<file path="src/rtl/jk_pkg.sv">
// Shared JK opcode constants and sequencer state encoding.
// Latency: none (types and constants only).
// Backpressure: not applicable.
package jk_pkg;

    // Per-bit excitation command, packed as {j,k}
    localparam logic [1:0] JK_HOLD   = 2'b00;
    localparam logic [1:0] JK_RESET  = 2'b01;
    localparam logic [1:0] JK_SET    = 2'b10;
    localparam logic [1:0] JK_TOGGLE = 2'b11;

    typedef enum logic [1:0] {
        INIT  = 2'd0,
        IDLE  = 2'd1,
        DRIVE = 2'd2,
        CHECK = 2'd3
    } state_t;

endpackage

</file>
<file path="src/rtl/jk_bank_sequencer_if.sv">
// Target handshake plus JK bank drive/readback and status bundle.
// Latency: none (wiring only).
// Backpressure: tgt_valid/tgt_ready; slave side is the sequencer.
interface jk_bank_sequencer_if #(
    parameter int WIDTH = 4
);
    logic             tgt_valid;
    logic             tgt_ready;
    logic [WIDTH-1:0] tgt_data;
    logic [WIDTH-1:0] q_fb;
    logic [WIDTH-1:0] j;
    logic [WIDTH-1:0] k;
    logic             ff_reset;
    logic             busy;
    logic             done;
    logic             err;
    logic [WIDTH-1:0] mismatch;

    modport master (
        output tgt_valid, tgt_data, q_fb,
        input  tgt_ready, j, k, ff_reset, busy, done, err, mismatch
    );

    modport slave (
        input  tgt_valid, tgt_data, q_fb,
        output tgt_ready, j, k, ff_reset, busy, done, err, mismatch
    );
endinterface

</file>
<file path="src/rtl/jk_excite_bit.sv">
// Maps one bit's current/next value to its JK command; JK_PREFER_TOGGLE_EN uses TOGGLE for changes.
// Latency: combinational.
// Backpressure: none.
module jk_excite_bit
    import jk_pkg::*;
(
    input  logic cur,
    input  logic nxt,
    output logic j,
    output logic k
);
    logic [1:0] op;

    always_comb begin
        op = JK_HOLD;
`ifdef JK_PREFER_TOGGLE_EN
        if (cur != nxt) begin
            op = JK_TOGGLE;
        end
`else
        if (!cur && nxt) begin
            op = JK_SET;
        end else if (cur && !nxt) begin
            op = JK_RESET;
        end
`endif
    end

    assign {j, k} = op;
endmodule

</file>
<file path="src/rtl/jk_bank_sequencer.sv">
// Drives an external JK bank to a requested value, verifies via readback, retries, resyncs on failure.
// Latency: done 2 cycles after accept, +2 per retry; JK_PREFER_TOGGLE_EN selects TOGGLE excitation.
// Backpressure: tgt_ready only in IDLE; offers made while busy are not taken.
module jk_bank_sequencer
    import jk_pkg::*;
#(
    parameter int WIDTH     = 4,
    parameter int MAX_RETRY = 2
) (
    input  logic               clk,
    input  logic               reset,
    jk_bank_sequencer_if.slave bus
);
    localparam int RW = (MAX_RETRY < 1) ? 1 : $clog2(MAX_RETRY + 1);
    localparam logic [RW-1:0] RETRY_LIMIT = RW'(MAX_RETRY);

    state_t           state_q;
    state_t           state_d;
    logic [WIDTH-1:0] shadow_q;
    logic [WIDTH-1:0] target_q;
    logic [WIDTH-1:0] mismatch_q;
    logic [RW-1:0]    retry_q;
    logic             done_q;
    logic             err_q;
    logic [WIDTH-1:0] exc_j;
    logic [WIDTH-1:0] exc_k;
    logic             check_ok;
    logic             retry_left;

    assign check_ok   = (bus.q_fb == target_q);
    assign retry_left = (retry_q < RETRY_LIMIT);

    for (genvar i = 0; i < WIDTH; i++) begin : g_excite
        jk_excite_bit u_excite (
            .cur (shadow_q[i]),
            .nxt (target_q[i]),
            .j   (exc_j[i]),
            .k   (exc_k[i])
        );
    end

    always_comb begin
        state_d = state_q;
        case (state_q)
            INIT:    state_d = IDLE;
            IDLE:    if (bus.tgt_valid) state_d = DRIVE;
            DRIVE:   state_d = CHECK;
            CHECK: begin
                if (check_ok) begin
                    state_d = IDLE;
                end else if (retry_left) begin
                    state_d = DRIVE;
                end else begin
                    state_d = INIT;
                end
            end
            default: state_d = INIT;
        endcase
    end

    always_ff @(posedge clk) begin
        if (reset) begin
            state_q    <= INIT;
            shadow_q   <= '0;
            target_q   <= '0;
            retry_q    <= '0;
            mismatch_q <= '0;
            done_q     <= 1'b0;
            err_q      <= 1'b0;
        end else begin
            state_q <= state_d;
            // Pulses are registered so nothing combinational reaches outputs from q_fb
            done_q  <= (state_q == CHECK) && check_ok;
            err_q   <= (state_q == CHECK) && !check_ok && !retry_left;
            case (state_q)
                INIT:  shadow_q <= '0;
                IDLE: begin
                    if (bus.tgt_valid) begin
                        target_q   <= bus.tgt_data;
                        retry_q    <= '0;
                        mismatch_q <= '0;
                    end
                end
                DRIVE: shadow_q <= target_q;
                CHECK: begin
                    if (!check_ok) begin
                        if (retry_left) begin
                            shadow_q <= bus.q_fb;
                            retry_q  <= retry_q + RW'(1);
                        end else begin
                            mismatch_q <= bus.q_fb ^ target_q;
                        end
                    end
                end
                default: ;
            endcase
        end
    end

    assign bus.tgt_ready = (state_q == IDLE);
    assign bus.busy      = (state_q != IDLE);
    assign bus.ff_reset  = (state_q == INIT);
    assign bus.j         = (state_q == DRIVE) ? exc_j : '0;
    assign bus.k         = (state_q == DRIVE) ? exc_k : '0;
    assign bus.done      = done_q;
    assign bus.err       = err_q;
    assign bus.mismatch  = mismatch_q;
endmodule

</file>
<file path="src/flat_wrapper.sv">
// flat-port wrapper written by rule: the top's interface ports become plain ports
module jk_bank_sequencer_flat import jk_pkg::*;
#(
    parameter int WIDTH     = 4,
    parameter int MAX_RETRY = 2
)
  (clk, reset, bus_tgt_valid, bus_tgt_data, bus_q_fb, bus_tgt_ready, bus_j, bus_k, bus_ff_reset, bus_busy, bus_done, bus_err, bus_mismatch);
  jk_bank_sequencer_if #(.WIDTH(WIDTH)) bus_i ();
  input  logic clk;
  input  logic reset;
  input wire logic [$bits(bus_i.tgt_valid)-1:0] bus_tgt_valid;
  input wire logic [$bits(bus_i.tgt_data)-1:0] bus_tgt_data;
  input wire logic [$bits(bus_i.q_fb)-1:0] bus_q_fb;
  output wire logic [$bits(bus_i.tgt_ready)-1:0] bus_tgt_ready;
  output wire logic [$bits(bus_i.j)-1:0] bus_j;
  output wire logic [$bits(bus_i.k)-1:0] bus_k;
  output wire logic [$bits(bus_i.ff_reset)-1:0] bus_ff_reset;
  output wire logic [$bits(bus_i.busy)-1:0] bus_busy;
  output wire logic [$bits(bus_i.done)-1:0] bus_done;
  output wire logic [$bits(bus_i.err)-1:0] bus_err;
  output wire logic [$bits(bus_i.mismatch)-1:0] bus_mismatch;
  assign bus_i.tgt_valid = bus_tgt_valid;
  assign bus_i.tgt_data = bus_tgt_data;
  assign bus_i.q_fb = bus_q_fb;
  assign bus_tgt_ready = bus_i.tgt_ready;
  assign bus_j = bus_i.j;
  assign bus_k = bus_i.k;
  assign bus_ff_reset = bus_i.ff_reset;
  assign bus_busy = bus_i.busy;
  assign bus_done = bus_i.done;
  assign bus_err = bus_i.err;
  assign bus_mismatch = bus_i.mismatch;
  jk_bank_sequencer #(.WIDTH(WIDTH), .MAX_RETRY(MAX_RETRY)) u_core (.clk(clk), .reset(reset), .bus(bus_i));
endmodule
</file>
<file path="config.mk">
export PLATFORM = sky130hd
export DESIGN_NAME = jk_bank_sequencer_flat
export DESIGN_NICKNAME = d
export VERILOG_FILES = /design/src/rtl/jk_pkg.sv /design/src/rtl/jk_bank_sequencer_if.sv /design/src/rtl/jk_excite_bit.sv /design/src/rtl/jk_bank_sequencer.sv /design/src/flat_wrapper.sv
export SDC_FILE = /design/constraint.sdc
export NUM_CORES = 1
export LEC_CHECK = 0
export BUFFER_PORTS_ARGS = -buffer_cell sky130_fd_sc_hd__buf_4
export CAP_MARGIN = 0
export CORE_MARGIN = 1
export CORE_UTILIZATION = 45
export CTS_CLUSTER_DIAMETER = 50
export DETAILED_ROUTE_END_ITERATION = 8
export PLACE_DENSITY_LB_ADDON = 0.08
export SLEW_MARGIN = 5
export SYNTH_ARGS = -nofsm -noshare
export SYNTH_HDL_FRONTEND = slang
export SYNTH_HIERARCHICAL = 1
export SYNTH_SLANG_ARGS = --single-unit
</file>
<file path="constraint.sdc">
create_clock -name clk -period 1.83 [get_ports clk]
set_input_delay 0.366 -clock clk [delete_from_list [all_inputs] [get_ports clk]]
set_output_delay 0.366 -clock clk [all_outputs]
set_load 0.01 [all_outputs]
</file>
==> flow_summary.toml <==
[setup_path]
slowest_stage = "dfxtp_1"
crit_type = "reg -> out"
end_kind = "primary output"
r2r-end = "u_core/bus.mismatch[2]"
cp-start-kind = "register"
arrival_ns = 1.22
worstRegToRegCells = 4
worstPathCellList = "and2b_2 -> and2_1 -> buf_4"
max_stage_delay_ns = 0.45
cpLargestDelayFamily = "flip-flops"
rr_startpoint = "u_core/target_q[1]"
cp.required_ns = 1.46
cp_num_buf_inv = 1
worstPathMaxFanout = 5
timing.reg2reg.setup_slack_ns = 0.30

[sta]
finClkSkew_ns = 0.00207
maxSlewViolCount = 0
hold_viol = 0
slew_headroom = 0.749
fmax_mhz = 629
grt_setup_unrepaired = "no"
period_needed_ns = 1.59
layout_setup_ws_ns = 0.241
tns_ns = 0
tightest_slew_ns = 0.375
fin_crit_sh = 0.868
setup-violations-final = 0

[finish]
fin_nets = 137
fillers = 170
drive_gt1_frac = 0.360
multi_input_area_um2 = 546
register_area_um2 = 360
syn_to_final_growth_pct = 30.4
antenna_cells = 0

[power]
power_density_nw_per_um2 = 688
peakVddDrop_v = 0.000549
power.leakage_uw = 0.000524
p_total_uw = 831

[route]
wl_mm = 1.87
vias = 775
drc_errors = 1
wl_met1_um = 873
via_per_inst = 5.10
ant_nets = 0
dr.pass1.iters = 6
wl_met2_um = 934
wl_met3_um = 45
wl_per_cell_um = 12.3
drt_iter0_drc = 11
top_layer = "met4"

[synth]
synth_seq_cells = 18
synth_seq_area_share = 0.389
synth.top_cell.area_share = 0.389
synth-edff-count = 0
synth_common_cells = "18 x dfxtp_1, 8 x and2_1, 8 x mux2i_1, 8 x nor2_1, 6 x a21oi_1"
synth.net_count = 106
synth_most_common_cell = "dfxtp_1"
synthArstFlopShare = 0
synth_fa_ha_area_frac = 0
synth_mux_area_frac = 0.0985
synth_warnings = 6
yosys.area_share.xor_xnor = 0.0702
synth_top_area_cell = "dfxtp_1"
syn_area_um2 = 927
synth_top_family_by_area = "simple AND/OR/NAND/NOR gates"
synth-compound-area-share = 0.189
synth.area.top_cells = "dfxtp_1 39%, mux2i_1 8.6%, xnor2_2 7.0%"
ys_types = 27
synthCells = 95
synth_ff_type = "dfxtp_1"
avgSynthCellArea_um2 = 9.76
yosys.area_share.simple = 0.228

[placement]
hpwl_mm = 1.40
place_congestion = 0.741
numPortBuffers = 27
dp_slack_ns = 0.216

[floorplan]
io_pins = 28
dieHeight_um = 47.4
core_area_um2 = 1940
rows = 16
dieArea_um2 = 2250
die_w_um = 47.4
start_util = 0.477

[clock_network]
clk_latency_ns = 0.28
cts_tree = "built"
hold_buffers = 0
ctsLongestPathBuffers = 2
numCtsBuffers = 3
cts.sinks = 18
path_clk_slew_ns = 0.10
ctsRootBufferMaster = "clkbuf_4"
h-tree-depth = 1

[global_routing]
antenna_found_initial = 0
grt_pass1_wl_mm = 2.84
grt_max_degree = 19
overflow = 0
first_global_vias = 654
track_usage = 0.177

[job]
drv_cap = 0

[worst_hold_path]
min_from = "bus_tgt_data[2]"
hold_path_class = "in -> reg"
min_to = "u_core/target_q[2]"
hold_depth = 3

[status]
status = "finished, violations left"
failed_checks = "DRC"
-- sequential cells by signal (all words and copies together), names as in the netlist --
register / flops
u_core/bus.done: 1
u_core/state_q: 2
u_core/shadow_q: 4
u_core/target_q: 4
u_core/retry_q: 2
u_core/bus.err: 1
u_core/bus.mismatch: 4
-- report_power, final --
group	internal [uW]	switching, uW
clock network	121	115
registers	408	15.3
logic	82.5	89.1
-- final cells by class --
class	instances	share of cell area
inverter	2	0.00621
clock buffer	4	0.0300
multi-input combinational	71	0.451
tap	27	0.0280
timing repair buffer	30	0.186
sequential	18	0.298
-- worst max-delay path by stage --
stage               slack [ns]                      to  cells past startpoint                from
floorplan                 0.31                bus_j[0]                      3   u_core/state_q[1]
global placement          0.25  u_core/bus.mismatch[2]                      5         bus_q_fb[1]
detailed placement        0.22  u_core/bus.mismatch[1]                      5         bus_q_fb[1]
CTS                       0.04                bus_k[2]                      3   u_core/state_q[1]
global route              0.16                bus_k[2]                      3  u_core/target_q[2]
finish                    0.24                bus_k[0]                      3  u_core/target_q[0]
-- layer usage --
| metal | vias up | track usage |
|---|---|---|
| met3 | 2 | 0.0231 |
| li1 | 397 | - |
| met4 | 0 | 0.0343 |
| met2 | 11 | 0.299 |
| met5 | - | 0 |
| met1 | 365 | 0.241 |
-- worst register-to-register path, cell delays in order (launching register included) --
cell and delay, ns:
dfxtp_1 0.37, xnor2_2 0.36, nand4_1 0.25, a41oi_2 0.34, o2bb2ai_1 0.15
-- stage by stage --
| stage | hold slack (ns) | instances | area, um^2 | util |
|---|---|---|---|---|
| after floorplan | 0.444 | 95 | 927 | - |
| after global placement | 0.450 | 148 | 1170 | 0.602 |
| after detailed placement | 0.454 | 148 | 1170 | 0.602 |
| after CTS | 0.308 | 152 | 1210 | 0.621 |
| after global routing | 0.305 | 152 | 1210 | 0.622 |
| final | 0.316 | 152 | 1210 | 0.622 |
-- kinds of logic (layout without fill, tap and decap cells) --
family / Yosys count / in the layout
XOR/XNOR: 4 / 4
flip-flops: 18 / 18
buffers and inverters: 6 / 36
multiplexers: 9 / 9
AO/OA/AOI/OAI: 21 / 21
AND/OR/NAND/NOR: 37 / 37
-- what timing repair did --
item	4_1_cts	5_1_grt
setup endpoints to repair	0	6
resized for setup	0	1
buffers inserted	0	0
-- cells in the final DEF, fill, tap and decap left out, types with 3 or more instances in the layout --
cell,n
and2_1,8
and2b_2,4
clkbuf_4,3
nand2b_1,3
buf_4,30
a211oi_1,4
nor2b_1,4
xnor2_2,4
o2bb2ai_1,4
nand2_1,3
dfxtp_1,18
nor2_1,8
mux2i_1,8
a21oi_1,6
No activity file was read; power rests on OpenSTA's default activity.
